$ cat config.mk
export PLATFORM = sky130hd
export DESIGN_NAME = ram_param
export DESIGN_NICKNAME = d
export VERILOG_FILES = /design/src/rtl/ram_param.sv
export SDC_FILE = /design/constraint.sdc
export NUM_CORES = 1
export LEC_CHECK = 0
export ABC_AREA = 1
export CORE_MARGIN = 2
export CORE_UTILIZATION = 45
export DETAILED_ROUTE_END_ITERATION = 10
export GPL_ROUTABILITY_DRIVEN = 0
export PLACE_DENSITY_LB_ADDON = 0.25
export RECOVER_POWER = 25
export SYNTH_ARGS = -nofsm -noshare
export SYNTH_HDL_FRONTEND = slang
export SYNTH_SLANG_ARGS = --single-unit
$ cat constraint.sdc
create_clock -name clock -period 4.7 [get_ports clock]
set_clock_uncertainty 0.05 [all_clocks]
set_input_delay 0.705 -clock clock [delete_from_list [all_inputs] [get_ports clock]]
set_output_delay 0.705 -clock clock [all_outputs]
set_load 0.05 [all_outputs]
$ cat src/rtl/ram_param.sv
// ram_param: single-port synchronous RAM with a hardware clear sweep after reset or on clr.
// Read latency is 1 cycle: dataOut/dataValid update on the edge that samples rd. Writes land on the sampling edge.
// busy is high during a sweep, and we/rd are dropped while it is high. Build option RAM_PARAM_BYPASS_EN makes a same-edge we&rd write-first.
module ram_param #(
  parameter int DATA_WIDTH = 8,
  parameter int ADDR_WIDTH = 4
) (
  input  logic                  clock,
  input  logic                  reset_n,
  input  logic [ADDR_WIDTH-1:0] address,
  input  logic [DATA_WIDTH-1:0] dataIn,
  input  logic                  we,
  input  logic                  rd,
  input  logic                  clr,
  output logic [DATA_WIDTH-1:0] dataOut,
  output logic                  dataValid,
  output logic                  busy
);

  localparam int DEPTH = 2 ** ADDR_WIDTH;
  localparam logic [ADDR_WIDTH-1:0] LAST_PTR = ADDR_WIDTH'(DEPTH - 1);

  typedef enum logic {
    CLEAR = 1'b0,
    READY = 1'b1
  } state_t;

  state_t                  state;
  state_t                  state_nxt;
  logic [ADDR_WIDTH-1:0]   clr_ptr;
  logic [ADDR_WIDTH-1:0]   clr_ptr_nxt;

  logic                    mem_we;
  logic [ADDR_WIDTH-1:0]   mem_addr;
  logic [DATA_WIDTH-1:0]   mem_wdata;
  logic                    rd_en;
  logic [DATA_WIDTH-1:0]   rd_data;

  logic [DATA_WIDTH-1:0]   mem [DEPTH];

  // State and sweep pointer register; reset always starts a fresh sweep from address 0.
  always_ff @(posedge clock or negedge reset_n) begin
    if (!reset_n) begin
      state   <= CLEAR;
      clr_ptr <= '0;
    end else begin
      state   <= state_nxt;
      clr_ptr <= clr_ptr_nxt;
    end
  end

  // Next state and memory port steering: the sweep owns the port in CLEAR, user accesses own it in READY.
  always_comb begin
    state_nxt   = state;
    clr_ptr_nxt = clr_ptr;
    mem_we      = 1'b0;
    mem_addr    = address;
    mem_wdata   = dataIn;
    rd_en       = 1'b0;
    case (state)
      CLEAR: begin
        mem_we    = 1'b1;
        mem_addr  = clr_ptr;
        mem_wdata = '0;
        if (clr) begin
          clr_ptr_nxt = '0;
        end else begin
          clr_ptr_nxt = clr_ptr + ADDR_WIDTH'(1);
          if (clr_ptr == LAST_PTR) begin
            state_nxt = READY;
          end
        end
      end
      READY: begin
        if (clr) begin
          // A clear request wins over any access on the same edge.
          state_nxt   = CLEAR;
          clr_ptr_nxt = '0;
        end else begin
          mem_we = we;
          rd_en  = rd;
        end
      end
      default: begin
        state_nxt   = CLEAR;
        clr_ptr_nxt = '0;
      end
    endcase
  end

  // Read data source for a same-edge write to the addressed word.
`ifdef RAM_PARAM_BYPASS_EN
  assign rd_data = we ? dataIn : mem[address];
`else
  assign rd_data = mem[address];
`endif

  // Storage array, deliberately without reset; the clear sweep zeroes it instead.
  always_ff @(posedge clock) begin
    if (mem_we) begin
      mem[mem_addr] <= mem_wdata;
    end
  end

  // Registered read port; dataOut holds between accepted reads, and dataValid pulses once per read.
  always_ff @(posedge clock or negedge reset_n) begin
    if (!reset_n) begin
      dataOut   <= '0;
      dataValid <= 1'b0;
    end else begin
      dataValid <= rd_en;
      if (rd_en) begin
        dataOut <= rd_data;
      end
    end
  end

  assign busy = (state == CLEAR);

endmodule

==> impl_metrics.toml, run 1 <==
[synth]
synth.avg_cell_area_sq_um = 11.1
synth_cell_types = 25
synthTopCellsByCount = "nand2_1, edfxtp_1, nand3_1, inv_1, dfrtp_1"
yosysTopAreaCell = "edfxtp_1"
synth_warnings = 0
yosysMostFrequentCell = "nand2_1"
synth_edf_count = 128
synthTopCellsByArea = "edfxtp_1, nand2_1, nand3_1, dfrtp_1, buf_4"
synth.ff_latch_count = 142
ys.flop_type = "edfxtp_1"
synth_nets = 554
synth_top_area_share_pct = 64.7
ys_seq_area_share_pct = 70.6
synth-async-reset-ratio_pct = 9.86
syn_area_sq_mm = 0.00594
synthCells = 536

[sta]
min_period_ns = 3.01
tns_ns = 0
report.final.setup_viol = 0
hold_ws_ns = 0.429
slew_headroom_pct = 29.7
max_freq_mhz = 332
finalHoldViolCount = 0
final.period_utilization_pct = 64.0
drv_slew = 0
worst-slew-pin-transition_ns = 1.05
rsz0062_at_grt = "false"

[status]
status = "completed"

[power_and_ir_drop]
power.total_uw = 2980
powerDensity_mw_per_mm2 = 432
p_leak_uw = 0.00269
vdd_drop_max_uv = 236

[grt]
groute.layer.met2.usage_pct = 31.3
grt_max_degree = 65
grt_usage_pct = 20.6
grt_overflow = 0
antenna_found_initial = 0
grt_pass1_vias = 3839
grt_use_met3_pct = 5.75
grtUsageMet1_pct = 27.8
top_usage_layer = "met2"
grt_pass1_wl_um = 21200

[cts]
cts_tree = "done"
clock_latency_ns = 0.42
postCtsHoldBufs = 0
clkTransAtPathRegs_ns = 0.06
cts.path.max_buffers = 2
postCtsSetupBuffers = 0
htree_levels = 4
cts_root_buffer = "clkbuf_16"
ctsResizeCount = 0
cts-buffers-inserted = 17
clock-sinks = 142

[flow_run]
maxCapViolCount = 0

[finish]
nets = 578
utilization_pct = 54.0
multiInputGateArea_sq_mm = 0.00150
drive_gt1_share_pct = 7.85
ff_latch_area_sq_mm = 0.00419
antenna_cells = 0
final_cell_area_sq_mm = 0.00689
area_growth_pct = 16.1
n_fill_cell = 1072

[floorplan]
die_area_sq_mm = 0.0141
fp.coreArea_sq_mm = 0.0128
die_w_um = 119
start_util_pct = 46.5
die_height_um = 119
io_pins = 27
num_rows = 41

[detailed_routing]
drt-initial-drc-count = 388
route.detailed.drc = 0
drt_first_pass_iters = 7
post_drt_wl_per_cell_um = 18.4
viasPerCell = 5.36
drt_wl_total_um = 13700
dr_total_vias = 3992
ant_nets = 0

[placement]
placed_area_sq_mm = 0.00630
dp.final_hpwl_um = 8600
port-buffer-count = 26

[setup_path]
end_kind = "primary output"
worstPathRequired_ns = 3.94
crit_fanout = 15
crit_type = "flop to primary output"
crit_path_start_kind = "flop"
crit_arrival_ns = 2.25

[min_path]
hold_path.class = "flop to flop"
[registers in the layout (all words and copies together), names as in the netlist]
signal     flops
mem          128
dataOut        8
state          1
dataValid      1
clr_ptr        4
[stage by stage]
step / instances / setup slack [ns]
detailed placement: 713 / 1.56
finish: 745 / 1.69
CTS: 745 / 1.77
floorplan: 536 / 2.44
global placement: 713 / 1.66
global route: 745 / 1.59
[cells in the final DEF, fill, tap and decap left out, drive strengths merged]
cell type      synthesis  layout
o21ai                  6       6
nand2                209     209
dfrtp                 14      14
bufinv                 0       4
a31oi                  1       1
inv                   23      22
or2                    1       1
nor4                   1       1
dlygate4sd3            0       1
clkinv                 0       8
clkbuf                 4      18
a211oi                 1       1
clkdlybuf4s50          0      24
nor3                   5       5
a21oi                  4       4
buf                   22       6
ha                     1       1
clkinvlp               0       3
nand3                101     101
nor2                  15      15
edfxtp               128     128
[per-layer routing]
| layer | wire, um | up-vias |
|---|---|---|
| li1 | - | 1875 |
| met1 | 5870 | 1904 |
| met2 | 6490 | 180 |
| met3 | 988 | 33 |
| met4 | 331 | 0 |
| met5 | 0 | - |
[power breakdown]
group	internal [uW]	switching (uW)
clock	876	483
combinational	65.3	142
sequential	1400	13.5
total	2340	638
[layout make-up]
class                   instances  area share, %
clock buffers                  18           6.23
multi-input cells             345           21.8
repair buffers                 31           4.25
flip-flops and latches        142           60.8
clock inverters                14           2.52
inverters                      23           1.25
well taps                     172           3.12
[final timing paths]
kind / start / slack [ns] / cells past startpoint / endpoint
hold reg to reg: dataOut[7] / 0.43 / 2 / dataOut[7]
max in group asynchronous: reset_n / 3.52 / 1 / dataOut[1]
hold / removal: dataOut[7] / 0.43 / 2 / dataOut[7]
setup reg to reg: state / 1.93 / 4 / mem[5][7]
min in group asynchronous: reset_n / 0.69 / 1 / clr_ptr[2]
setup / recovery: state / 1.69 / 2 / busy
[cells by family after synthesis]
family	after synthesis	share of synthesized area [%]
and+or+nand+nor	332	23.7
DFF	142	70.6
buffers and inverters	49	4.00
AOI/OAI and AO/OA	12	1.45
adders and majority gates	1	0.211
[critical path, stage by stage (launching register included)]
cell and delay, ns:
dfrtp_1 0.60, inv_1 0.37, clkdlybuf4s50_1 0.87
Note: power is estimated with default switching activity, not from simulation.
==> run 2, diff against run 1 <==
==> constraint.sdc (replaced) <==
create_clock -name clock -period 2.55 [get_ports clock]
set_clock_uncertainty 0.05 [all_clocks]
set_input_delay 0.3825 -clock clock [delete_from_list [all_inputs] [get_ports clock]]
set_output_delay 0.3825 -clock clock [all_outputs]
set_load 0.05 [all_outputs]
==> run 2 against run 1 <==
Clock-buffer cell count grew 1. Cell area grew 2.1%. Combinational power increased by 93%. Total power rose by 85%. First-iteration DRC count grew 1.8%. Sequential share of layout area is 1.2 points lower. Largest cell class unchanged.
==> impl_metrics.toml, run 2 (synthesis results as in run 1) <==
[status]
status = "completed"

[grt]
grt_pass1_vias = 3944
antenna_found_initial = 0
grt_pass1_wl_um = 21200
grt_overflow = 0
grt_usage_pct = 20.5
grt_max_degree = 65

[finish]
nets = 599
reg.largest.list = "mem: 128 flops, dataOut: 8 flops, clr_ptr: 4 flops"
largest-register = "mem"
final_cells = 766
layout_commonest_cell = "nand2_1"
area_growth_pct = 18.5
drive_gt1_share_pct = 10.4
antenna_cells = 0
largest_register_ffs = 128
layout_common_cells = "nand2_1, edfxtp_1, nand3_1"
final_cell_area_sq_mm = 0.00704

[detailed_routing]
viasPerCell = 5.22
post_drt_wl_per_cell_um = 17.9
route.detailed.drc = 0
drt_first_pass_iters = 5
ant_nets = 0
drt_wl_total_um = 13700
dr_total_vias = 3995
drt-initial-drc-count = 395

[floorplan]
fp.coreArea_sq_mm = 0.0128
io_pins = 27
start_util_pct = 46.5
num_rows = 41
die_height_um = 119
die_area_sq_mm = 0.0141
die_w_um = 119

[setup_path]
crit_arrival_ns = 2.04
reg2reg_slack_ns = 0.28
crit_path_start_kind = "flop"
worstPathRequired_ns = 2.12
worstRegToRegCells = 4
max_stage_delay_ns = 0.83
r2r-end = "mem[14][5]"
crit_fanout = 9
crit_type = "flop to primary output"
end_kind = "primary output"
worstReg2RegStart = "state"
path_delay_family = "buffers and inverters"
crit_slowest_cell = "clkdlybuf4s50_1"
path_cells = "inv_2 > clkdlybuf4s50_1"
worst-path-buf-inv = 2

[sta]
drv_slew = 0
final.period_utilization_pct = 96.9
max_freq_mhz = 405
min_period_ns = 2.47
fin_ws_ns = 0.0791
slew_headroom_pct = 28.5
worst-slew-pin-transition_ns = 1.07
report.final.setup_viol = 0
finalHoldViolCount = 0
rsz0062_at_grt = "false"
tns_ns = 0

[cts]
clock_latency_ns = 0.42
cts-buffers-inserted = 17
cts_root_buffer = "clkbuf_16"
cts.path.max_buffers = 2
postCtsSetupBuffers = 0
clock-sinks = 142
cts_tree = "done"
ctsResizeCount = 0
htree_levels = 4
postCtsHoldBufs = 0
clkTransAtPathRegs_ns = 0.05

[power_and_ir_drop]
p_leak_uw = 0.00279
powerDensity_mw_per_mm2 = 782
vdd_drop_max_uv = 612

[placement]
dp_cells = 734
dp.final_hpwl_um = 8630
placed_area_sq_mm = 0.00645
pre_cts_slack_ns = 0.311
port-buffer-count = 26

[min_path]
hold_path.class = "input pin to asynchronous set/reset pin"

[flow_run]
maxCapViolCount = 0
## run 2: cell count changes in the layout (fill, tap and decap cells not counted)
cell / change
inv_1: -1
clkinvlp_4: -1
buf_4: +17
clkbuf_1: +5
inv_6: +1
inv_2: +1
clkinv_2: -1
## run 2: layout make-up
| type | count | area [sq um] |
|---|---|---|
| fill | 1062 | 5740 |
| sequential | 142 | 4190 |
| multi-input combinational | 345 | 1500 |
| timing repair buffer | 52 | 435 |
| clock buffer | 19 | 433 |
| tap | 172 | 215 |
| clock inverter | 13 | 170 |
| inverter | 23 | 86.3 |
## run 2: routing by layer
metal | part of all wire (%) | wire [um] | global-route usage, %
met1 | 43 | 5840 | 27.1
met2 | 48 | 6530 | 32.0
met3 | 7.8 | 1060 | 6.23
met4 | 1.9 | 256 | 7.66
met5 | 0 | 0 | 0
## run 2: how the worst max path moves through the flow
stage / start / endpoint / slack (ns) / cells after the start
floorplan: state / mem[5][0] / 0.43 / 5
global placement: address[3] / mem[13][3] / 0.34 / 6
detailed placement: address[3] / mem[13][1] / 0.31 / 6
CTS: state / busy / 0.07 / 2
global route: state / busy / 0.02 / 2
finish: state / busy / 0.08 / 2
## run 2: through the flow
step	total power [uW]	hold WS, ns	utilization, %
final	5500	0.375	55.1
after global routing	5680	0.412	55.1
after CTS	5520	0.309	55.2
after detailed placement	3040	0.421	50.5
after global placement	3040	0.418	50.5
after floorplan	2900	0.0369	-
## run 2: where the power goes
group	internal (uW)	switching (uW)	total [uW]
logic	132	268	400
clock network	1620	879	2500
registers	2580	24.4	2600
==> run 3, diff against run 2 <==
--- a/config.mk
+++ b/config.mk
@@ -10,6 +10,7 @@
 export CORE_UTILIZATION = 45
 export DETAILED_ROUTE_END_ITERATION = 10
 export GPL_ROUTABILITY_DRIVEN = 0
+export HOLD_SLACK_MARGIN = 0.03
 export PLACE_DENSITY_LB_ADDON = 0.25
 export RECOVER_POWER = 25
 export SYNTH_ARGS = -nofsm -noshare
==> results of run 3 <==
No change in the layout: final DEF, timing and power equal those of run 2.
